<file path="src/rtl/crs_pkg.sv">
// crs_pkg: shared definitions for the challenge/response sequencer.
//   crs_state_e : sequencer state encoding
//   nb_bytes()  : number of UART bytes needed to carry a given bit width
//   cnt_width() : register width for a counter that must hold 0..n-1
package crs_pkg;

    typedef enum logic [2:0] {
        ST_IDLE   = 3'd0,
        ST_RX     = 3'd1,
        ST_RUN    = 3'd2,
        ST_WAIT   = 3'd3,
        ST_TX     = 3'd4,
        ST_TXWAIT = 3'd5
    } crs_state_e;

    function automatic int nb_bytes(input int bits);
        return (bits + 7) / 8;
    endfunction

    // Never narrower than one bit, so degenerate counters still elaborate.
    function automatic int cnt_width(input int n);
        return (n <= 2) ? 1 : $clog2(n);
    endfunction

endpackage

</file>
<file path="src/rtl/majority_vote_acc.sv">
// majority_vote_acc: one vote counter per response bit.
//   clk, Rst_n : clock, async active-low reset
//   clr_i      : zero all counters
//   acc_i      : add resp_i[i] to counter i
//   resp_i     : engine response being accumulated
//   voted_o    : bit i set when counter i holds a strict majority of REPS
module majority_vote_acc
    import crs_pkg::*;
#(
    parameter int unsigned RESP_BITS = 8,
    parameter int unsigned REPS      = 1
) (
    input  logic                 clk,
    input  logic                 Rst_n,
    input  logic                 clr_i,
    input  logic                 acc_i,
    input  logic [RESP_BITS-1:0] resp_i,
    output logic [RESP_BITS-1:0] voted_o
);

    localparam int VW = cnt_width(REPS + 1);
    localparam logic [VW-1:0] HALF = VW'(REPS / 2);

    logic [VW-1:0] vote_q [RESP_BITS];

    always_ff @(posedge clk or negedge Rst_n) begin
        if (!Rst_n) begin
            for (int i = 0; i < RESP_BITS; i++) vote_q[i] <= '0;
        end else if (clr_i) begin
            for (int i = 0; i < RESP_BITS; i++) vote_q[i] <= '0;
        end else if (acc_i) begin
            for (int i = 0; i < RESP_BITS; i++) vote_q[i] <= vote_q[i] + VW'(resp_i[i]);
        end
    end

    // REPS is odd, so "more than half" can never tie.
    always_comb begin
        voted_o = '0;
        for (int i = 0; i < RESP_BITS; i++) voted_o[i] = (vote_q[i] > HALF);
    end

endmodule

</file>
<file path="src/rtl/challenge_response_sequencer.sv">
// challenge_response_sequencer: sits between the UART and the response engine.
// Collects a CHAL_BITS challenge (LSB byte first), runs the engine REPS times
// with per-bit majority voting, then returns the RESP_BITS result LSB byte first.
//   clk, Rst_n          : clock, async active-low reset
//   RxDone, RxData      : received byte strobe and data
//   TxDone              : transmitter finished current byte
//   eng_done, eng_resp  : engine completion strobe and response
//   RxEn                : receiver enable
//   TxEn, TxData        : transmit start pulse and byte
//   eng_start, Triger   : engine start pulse (Triger mirrors it for the scope)
//   challenge           : assembled challenge
//   busy                : not idle
//   err                 : one-cycle pulse on receive or engine timeout
//
// state   | meaning
// IDLE    | receiver enabled, waiting for first challenge byte
// RX      | collecting remaining challenge bytes, inter-byte timer running
// RUN     | one-cycle engine start
// WAIT    | waiting for eng_done, engine timer running
// TX      | load voted byte, pulse TxEn
// TXWAIT  | waiting for TxDone
module challenge_response_sequencer
    import crs_pkg::*;
#(
    parameter int unsigned CHAL_BITS   = 16,
    parameter int unsigned RESP_BITS   = 8,
    parameter int unsigned REPS        = 1,
    parameter int unsigned TIMEOUT_CYC = 4000000
) (
    input  logic                 clk,
    input  logic                 Rst_n,
    input  logic                 RxDone,
    input  logic [7:0]           RxData,
    input  logic                 TxDone,
    input  logic                 eng_done,
    input  logic [RESP_BITS-1:0] eng_resp,
    output logic                 RxEn,
    output logic                 TxEn,
    output logic [7:0]           TxData,
    output logic                 eng_start,
    output logic [CHAL_BITS-1:0] challenge,
    output logic                 Triger,
    output logic                 busy,
    output logic                 err
);

    localparam int NB_RX = nb_bytes(CHAL_BITS);
    localparam int NB_TX = nb_bytes(RESP_BITS);
    localparam int CW    = NB_RX * 8;
    localparam int TXW   = NB_TX * 8;
    localparam int BC_W  = cnt_width(NB_RX + 1);
    localparam int TC_W  = cnt_width(NB_TX + 1);
    localparam int RC_W  = cnt_width(REPS + 1);
    localparam int TM_W  = cnt_width(TIMEOUT_CYC);

    localparam logic [BC_W-1:0] BC_LAST = BC_W'(NB_RX - 1);
    localparam logic [TC_W-1:0] TC_LAST = TC_W'(NB_TX - 1);
    localparam logic [RC_W-1:0] RC_REPS = RC_W'(REPS);
    localparam logic [TM_W-1:0] TM_LOAD = TM_W'(TIMEOUT_CYC - 1);

    crs_state_e           state_q;
    logic [BC_W-1:0]      byte_cnt_q;
    logic [TC_W-1:0]      tx_cnt_q;
    logic [RC_W-1:0]      rep_cnt_q;
    logic [TM_W-1:0]      timer_q;
    logic [CHAL_BITS-1:0] chal_q;
    logic [CHAL_BITS-1:0] chal_d;
    logic                 rx_en_q;
    logic                 tx_en_q;
    logic [7:0]           tx_data_q;
    logic                 eng_start_q;
    logic                 busy_q;
    logic                 err_q;

    logic [RESP_BITS-1:0] voted;
    logic [TXW-1:0]       voted_wide;
    logic [7:0]           tx_byte;
    logic [CW-1:0]        chal_wide;
    int                   chal_idx;
    logic                 vote_clr;
    logic                 vote_acc;

    assign vote_clr = (state_q == ST_IDLE);
    assign vote_acc = (state_q == ST_WAIT) && eng_done;

    majority_vote_acc #(
        .RESP_BITS (RESP_BITS),
        .REPS      (REPS)
    ) u_vote (
        .clk     (clk),
        .Rst_n   (Rst_n),
        .clr_i   (vote_clr),
        .acc_i   (vote_acc),
        .resp_i  (eng_resp),
        .voted_o (voted)
    );

    // The first byte of a frame starts from an all-zero word so nothing from
    // an earlier or abandoned frame leaks into the upper bytes. byte_cnt_q may
    // still hold the previous frame's count in the first IDLE cycle, hence the
    // explicit index override.
    always_comb begin
        chal_idx  = (state_q == ST_IDLE) ? 0 : int'(byte_cnt_q);
        chal_wide = (state_q == ST_IDLE) ? '0 : CW'(chal_q);
        for (int b = 0; b < NB_RX; b++) begin
            if (chal_idx == b) chal_wide[8*b +: 8] = RxData;
        end
        chal_d = chal_wide[CHAL_BITS-1:0];
    end

    assign voted_wide = TXW'(voted);

    always_comb begin
        tx_byte = '0;
        for (int b = 0; b < NB_TX; b++) begin
            if (int'(tx_cnt_q) == b) tx_byte = voted_wide[8*b +: 8];
        end
    end

    // Outputs are registered on the transition into the state that owns them,
    // so eng_start is high during RUN and TxEn is high during the first TXWAIT cycle.
    always_ff @(posedge clk or negedge Rst_n) begin
        if (!Rst_n) begin
            state_q     <= ST_IDLE;
            byte_cnt_q  <= '0;
            tx_cnt_q    <= '0;
            rep_cnt_q   <= '0;
            timer_q     <= '0;
            chal_q      <= '0;
            rx_en_q     <= 1'b0;
            tx_en_q     <= 1'b0;
            tx_data_q   <= '0;
            eng_start_q <= 1'b0;
            busy_q      <= 1'b0;
            err_q       <= 1'b0;
        end else begin
            tx_en_q     <= 1'b0;
            eng_start_q <= 1'b0;
            err_q       <= 1'b0;
            case (state_q)
                ST_IDLE: begin
                    rx_en_q    <= 1'b1;
                    byte_cnt_q <= '0;
                    tx_cnt_q   <= '0;
                    rep_cnt_q  <= '0;
                    timer_q    <= TM_LOAD;
                    if (RxDone) begin
                        chal_q     <= chal_d;
                        byte_cnt_q <= BC_W'(1);
                        busy_q     <= 1'b1;
                        if (NB_RX == 1) begin
                            rx_en_q     <= 1'b0;
                            eng_start_q <= 1'b1;
                            state_q     <= ST_RUN;
                        end else begin
                            state_q <= ST_RX;
                        end
                    end
                end

                ST_RX: begin
                    if (RxDone) begin
                        chal_q     <= chal_d;
                        timer_q    <= TM_LOAD;
                        byte_cnt_q <= byte_cnt_q + BC_W'(1);
                        if (byte_cnt_q == BC_LAST) begin
                            rx_en_q     <= 1'b0;
                            eng_start_q <= 1'b1;
                            state_q     <= ST_RUN;
                        end
                    end else if (timer_q == '0) begin
                        err_q   <= 1'b1;
                        chal_q  <= '0;
                        busy_q  <= 1'b0;
                        state_q <= ST_IDLE;
                    end else begin
                        timer_q <= timer_q - TM_W'(1);
                    end
                end

                ST_RUN: begin
                    rep_cnt_q <= rep_cnt_q + RC_W'(1);
                    timer_q   <= TM_LOAD;
                    state_q   <= ST_WAIT;
                end

                ST_WAIT: begin
                    if (eng_done) begin
                        if (rep_cnt_q < RC_REPS) begin
                            eng_start_q <= 1'b1;
                            state_q     <= ST_RUN;
                        end else begin
                            state_q <= ST_TX;
                        end
                    end else if (timer_q == '0) begin
                        err_q   <= 1'b1;
                        busy_q  <= 1'b0;
                        rx_en_q <= 1'b1;
                        state_q <= ST_IDLE;
                    end else begin
                        timer_q <= timer_q - TM_W'(1);
                    end
                end

                ST_TX: begin
                    tx_data_q <= tx_byte;
                    tx_en_q   <= 1'b1;
                    state_q   <= ST_TXWAIT;
                end

                ST_TXWAIT: begin
                    if (TxDone) begin
                        if (tx_cnt_q == TC_LAST) begin
                            busy_q  <= 1'b0;
                            rx_en_q <= 1'b1;
                            state_q <= ST_IDLE;
                        end else begin
                            tx_cnt_q <= tx_cnt_q + TC_W'(1);
                            state_q  <= ST_TX;
                        end
                    end
                end

                default: state_q <= ST_IDLE;
            endcase
        end
    end

    assign RxEn      = rx_en_q;
    assign TxEn      = tx_en_q;
    assign TxData    = tx_data_q;
    assign eng_start = eng_start_q;
    assign Triger    = eng_start_q;
    assign challenge = chal_q;
    assign busy      = busy_q;
    assign err       = err_q;

endmodule

</file>
<file path="config.mk">
export PLATFORM = sky130hd
export DESIGN_NAME = challenge_response_sequencer
export DESIGN_NICKNAME = d
export VERILOG_FILES = /design/src/rtl/crs_pkg.sv /design/src/rtl/majority_vote_acc.sv /design/src/rtl/challenge_response_sequencer.sv
export SDC_FILE = /design/constraint.sdc
export NUM_CORES = 1
export LEC_CHECK = 0
export CAP_MARGIN = 20
export CELL_PAD_IN_SITES_DETAIL_PLACEMENT = 1
export CELL_PAD_IN_SITES_GLOBAL_PLACEMENT = 1
export CORE_MARGIN = 2
export CORE_UTILIZATION = 39
export CTS_BUF_LIST = sky130_fd_sc_hd__clkbuf_4 sky130_fd_sc_hd__clkbuf_8
export CTS_CLUSTER_SIZE = 14
export DETAILED_ROUTE_END_ITERATION = 8
export GPL_ROUTABILITY_DRIVEN = 0
export HOLD_SLACK_MARGIN = 0.03
export PLACE_DENSITY_LB_ADDON = 0.05
export SLEW_MARGIN = 20
export SYNTH_ARGS = -nofsm -noshare
export SYNTH_HDL_FRONTEND = slang
export SYNTH_HIERARCHICAL = 1
export SYNTH_SLANG_ARGS = --single-unit
export TNS_END_PERCENT = 1
</file>
<file path="constraint.sdc">
create_clock -name clk -period 1.93 [get_ports clk]
set_input_delay 0.386 -clock clk [delete_from_list [all_inputs] [get_ports clk]]
set_output_delay 0.386 -clock clk [all_outputs]
set_load 0.005 [all_outputs]
</file>
# Word level (Yosys, flattened, before mapping)
# Index checks and enable logic that the tools add are counted.
classes:
  n_reduce_logical: 18
  mul: 0
  shift: 0
  n_eq_ne: 17
  order_cmp: 9
  mux: 55
  div_mod_pow: 0
  n_bitwise: 0
  n_addsub: 12
op_table:
  columns: ["cell", "n"]
  rows:
  - ["$mux W22", 3]
  - ["$pmux W22 S3", 1]
  - ["$mux W16", 4]
  - ["$mux W8", 5]
  - ["$logic_not A32 Y1", 1]
  - ["$pmux W16 S2", 1]
  - ["$mux W3", 8]
  - ["$mux W1", 23]
  - ["$logic_not A22 Y1", 1]
  - ["$sub A22 B1 Y22 const B", 1]
  - ["$pmux W3 S6", 1]
  - ["$ne A2 B2 Y1 const B", 7]
  - ["$add A1 B1 Y1", 8]
  - ["$gt A1 B1 Y1 const B", 8]
  - ["$pmux W1 S2", 4]
  - ["$pmux W1 S4", 2]
  - ["$reduce_bool A2 Y1", 4]
  - ["$reduce_and A7 Y1", 1]
  - ["$eq A3 B2 Y1 const B", 2]
  - ["$eq A3 B3 Y1 const B", 2]
  - ["$ne A3 B3 Y1 const B", 2]
  - ["$reduce_and A2 Y1", 3]
  - ["$reduce_and A3 Y1", 2]
  - ["$reduce_and A6 Y1", 1]
  - ["13 further kinds", 16]
totals:
  in_bits: 21
  memories: 0
  rom_bits: 0
  ramBits: 0
  output_inout_bits: 30
  latch_bits: 0
  ff_bits: 66

# Depth between registers and ports, before layout
logic_depth:
  ltp_word: 6
  ltp_mapped: 8
  ltp_nobuf: 7

# By module
# The synthesis kept the hierarchy.
modules_own_cells:
  columns: ["module", "area_each_um2", "cells_each", "seq_area_each_um2", "instances"]
  rows:
  - ["challenge_response_sequencer", 2772.7, 270, 1426.4, 1]
  - ["majority_vote_acc", 400.4, 35, 200.2, 1]

# Worst setup path before layout
# No wires, ideal clock.
synth_timing:
  path_kind: "register -> register"
  start: "reg timer_q[2]"
  end: "reg timer_q[9]"
  synth_period_minus_slack_ns: 2.028
  required_time_ns: 1.850
  arrival_ns: 1.948
  slack_ns: -0.098
  stages_incl_launch_ff: 7
  cell_sequence: "dfrtp_1 -> or3_1 -> buf_2 -> or3_1 -> or3_1 -> or3_1 -> a21oi_1"
synth_via:
  elab_chain_len: 4
  word_cells_on_any_way: 6
  cone_classes: "add/sub: 1; mux: 4; reduce/logical: 1"
synth_lines:
  columns: ["item", "line", "rtl"]
  rows:
  - ["start, declared", "challenge_response_sequencer.sv:65", "logic [TM_W-1:0] timer_q;"]
  - ["start signal, assigned", "challenge_response_sequencer.sv:177", "timer_q <= timer_q - TM_W'(1);"]
  - ["start signal, assigned", "challenge_response_sequencer.sv:201", "timer_q <= timer_q - TM_W'(1);"]
  - ["$sub A22 B1 Y22 / $logic_not A22 Y1 (equally long branches)", null, null]
  - ["$mux W22 *", "challenge_response_sequencer.sv:171, challenge_response_sequencer.sv:195", null]
  - ["$mux W22 (on tied branches)", "challenge_response_sequencer.sv:188, challenge_response_sequencer.sv:162", null]
  - ["$pmux W22 S3 *", "challenge_response_sequencer.sv:140", "case (state_q)"]
# Mark *: on every way between the ends. The rest lies on a longest branch, timed or not. The select of a mux whose other input is x is not followed.
# A chain may end at the register's enable or synchronous reset.

# Final worst setup path
layout_timing:
  start: "reg timer_q[6]"
  end: "reg timer_q[7]"
# The elaborated chain is that of the path after synthesis.

==> metrics <==
FF+latch count, synth 65; cell mode on critical path buf_4; share of layout cells above drive strength 1 0.331; CP delay by family, top simple AND/OR/NAND/NOR gates; GRT Total Usage 0.227; CTS Sinks 65; ys async rst share 1.00; number of flops mapped to enable cells by yosys 0; Final period util 1.04; FF-to-FF End timer_q[7]; initial core utilization 0.406; cell count after synthesis a little over 300; maxcap violations 0; DRC viols 0; Hold Path Class input port to asynchronous set/reset pin; TNS Setup -316 ps; total power 5.75 mW; Setup Skew slightly below 10 ps; worst-margin pin slew between 400 and 500 ps; HPWL Detailed between 6 and 7 mm; Buf+Inv Stages, Crit Path 2; RSZ-0062 raised after global routing yes; top-area cell type share of the netlist area 0.513; Mapped Area roughly 0.0032 mm^2; part of the Yosys area used for sequential elements 0.513; leakage dissipation around 2 nW; failing checks negative setup slack; Yosys warnings 6; routed wire length per instance approximately 18 um; relative slew slack 0.723; Finished Layout Cells between 500 and 600; nature of the critical path startpoint flip-flop; Reg clk slew, reported paths ~80 ps; max frequency between 0.4 and 0.5 GHz; crit-path max FO 6; CTS Buffer Depth 2; largest net degree at the start of global routing 66; # IOs 51; Die X roughly 94 um; NumNets Final 448; antenna-violating nets left 0; Max stage delay on crit path 450 ps; critical path, cell by cell nor3_2 -> buf_4 -> nand4_1 -> buf_4 -> or3_4 -> and3_4 -> o31a_1; crit path max-delay cell type or3_4; hold-fix buffers at CTS 0; critical path type flip-flop to flip-flop; CP Capture Type flip-flop; Die H 94.2 um; Max H-tree Level 3; ranking of synthesized cells by area dfrtp_1 51%, a22o_1 4.7%, a21oi_1 3.3%, mux2_2 2.8%, nor2_1 2.8%; number of diodes 0; distinct cell type count after synthesis between 50 and 60; final worst slack -75.5 ps; DR vias approximately 2900; Die Area about 0.0089 mm^2; overall routed net length roughly 9.4 mm; Worst Reg-to-Reg Cells 7; placed cell count between 500 and 600; Syn Area/Cell 10.4 um^2; total grt overflow 0; first-pass GRT wire length 15.5 mm; syn_nets around 330; clk_lat worst skew about 350 ps; Initial DRC Count 54; area of the core 0.00781 mm^2; Buffers on Ports 50; Rows 32; status finished with violations; initial antenna violation count 0; r2r startpoint timer_q[6]; drt pass-1 iters 4; Tmin final 2010 ps; Critical Path RT between 2000 and 2500 ps; Critical Path AT 2250 ps; area grow syn2layout 47.4%; CTS tree yes; pwr dens approximately 1200 mW/mm^2; clock root buffer clkbuf_8; final design utilization 0.599; max-slew violation count 0; vias in the first global route 2997; worst vdd ir about 0.00083 V; Vias/cell between 5 and 6; Yosys top cell by area dfrtp_1; Hold Vio Cnt, Final 0; top_reg_cell synth dfrtp_1; Num CTS Buffers 9; # setup viols final 8; Worst R2R Setup Slack -80 ps
cells in the mapped netlist (2+ instances only):
| master | number |
|---|---|
| nor2_1 | 24 |
| a21bo_1 | 2 |
| nor2b_1 | 3 |
| nor4_2 | 2 |
| buf_1 | 2 |
| nand3b_1 | 10 |
| ha_1 | 3 |
| dfrtp_1 | 65 |
| clkbuf_1 | 10 |
| nor3_1 | 6 |
| or2_2 | 3 |
| mux2i_1 | 2 |
| nor3_2 | 3 |
| nand2b_1 | 5 |
| nand4_1 | 4 |
| o31ai_1 | 5 |
| or3_1 | 7 |
| a31oi_1 | 4 |
| a22o_1 | 17 |
| nand2_1 | 20 |
| inv_1 | 4 |
| a21bo_2 | 6 |
| buf_2 | 2 |
| a211oi_1 | 5 |
| xor2_1 | 5 |
| nor4_1 | 3 |
| nand3_1 | 10 |
| and3_1 | 4 |
| a311oi_1 | 3 |
| a21oi_1 | 21 |
| mux2_2 | 8 |
| o21ai_0 | 13 |
| nor3b_1 | 2 |
| or4_1 | 3 |
power by group:
part	internal (mW)	switching, mW
combinational	1.35	1.19
clock	0.607	0.588
sequential	1.75	0.261
total	3.71	2.04
stage by stage:
step,setup slack [ps],hold WS [ps],instance area (um^2)
floorplan,-72.9,90.4,3180
global placement,-208,432,4250
detailed placement,-272,434,4250
CTS,-37.1,58.2,4580
global route,-145,61.0,4680
finish,-75.5,38.3,4680
how the worst max path moves through the flow:
| stage | slack (ps) | endpoint | cells after the start | from |
|---|---|---|---|---|
| 6_report | -80 | timer_q[7] | 7 | timer_q[6] |
| 3_5_place_dp | -270 | timer_q[20] | 8 | eng_done |
| 2_1_floorplan | -70 | timer_q[20] | 8 | timer_q[0] |
| 4_1_cts | -40 | timer_q[9] | 5 | timer_q[3] |
| 5_1_grt | -140 | timer_q[7] | 7 | timer_q[0] |
| 3_3_place_gp | -210 | timer_q[7] | 6 | timer_q[7] |
registers in the layout, indices dropped and copies added, names as in the netlist, 2 cells and up:
signal / count
state_q: 3
TxData: 8
timer_q: 22
u_vote/vote_q: 8
byte_cnt_q: 2
challenge: 16
cells in the final DEF, fill, tap and decap left out, drive strengths merged, types with 2 or more instances in the layout:
master          n
a211oi          5
a21bo           8
a21oi          21
a22o           17
a311oi          3
a31oi           4
and3            4
buf            76
clkbuf          9
clkdlybuf4s50  49
clkinv          5
dfrtp          65
ha              3
inv             5
mux2            8
mux2i           2
nand2          20
nand2b          5
nand3          10
nand3b         10
nand4           4
nor2           24
nor2b           3
nor3            9
nor3b           2
nor4            5
o21ai          14
o31ai           6
or2             3
or3             7
or4             3
or4b            2
xor2            5
layer usage:
metal  vias up  GRT usage  wire, um  part of all wire
met3        10     0.0409       334             0.035
met2        49      0.363      4630              0.49
met5         -          0         0                 0
met1      1460      0.312      4330              0.46
li1       1382          -         -                 -
met4         0     0.0761       137             0.015
repair_timing:
action | CTS | global route
endpoints found under the setup margin | 36 | 41
gates resized for setup | 20 | 18
setup buffers | 5 | 1
pin swaps | 3 | 8
gates cloned | 1 | 0
cell families after synthesis:
kind of cell / count (synthesis) / synth area share
buf+inv: 21 / 0.0296
flops: 65 / 0.513
simple gates: 116 / 0.207
mux: 10 / 0.0347
fa+ha+maj: 3 / 0.0118
xor+xnor: 5 / 0.0138
compound gates: 85 / 0.190
final cells by class:
type                            count  area (um^2)
Sequential cell                    65         1630
Tap cell                          102          128
Clock inverter                      7         78.8
Fill cell                         860         3130
Timing Repair Buffer              125         1070
Inverter                            4         15.0
Clock buffer                        9          124
Multi-Input combinational cell    219         1630
Note: power is estimated with default switching activity, not from simulation.
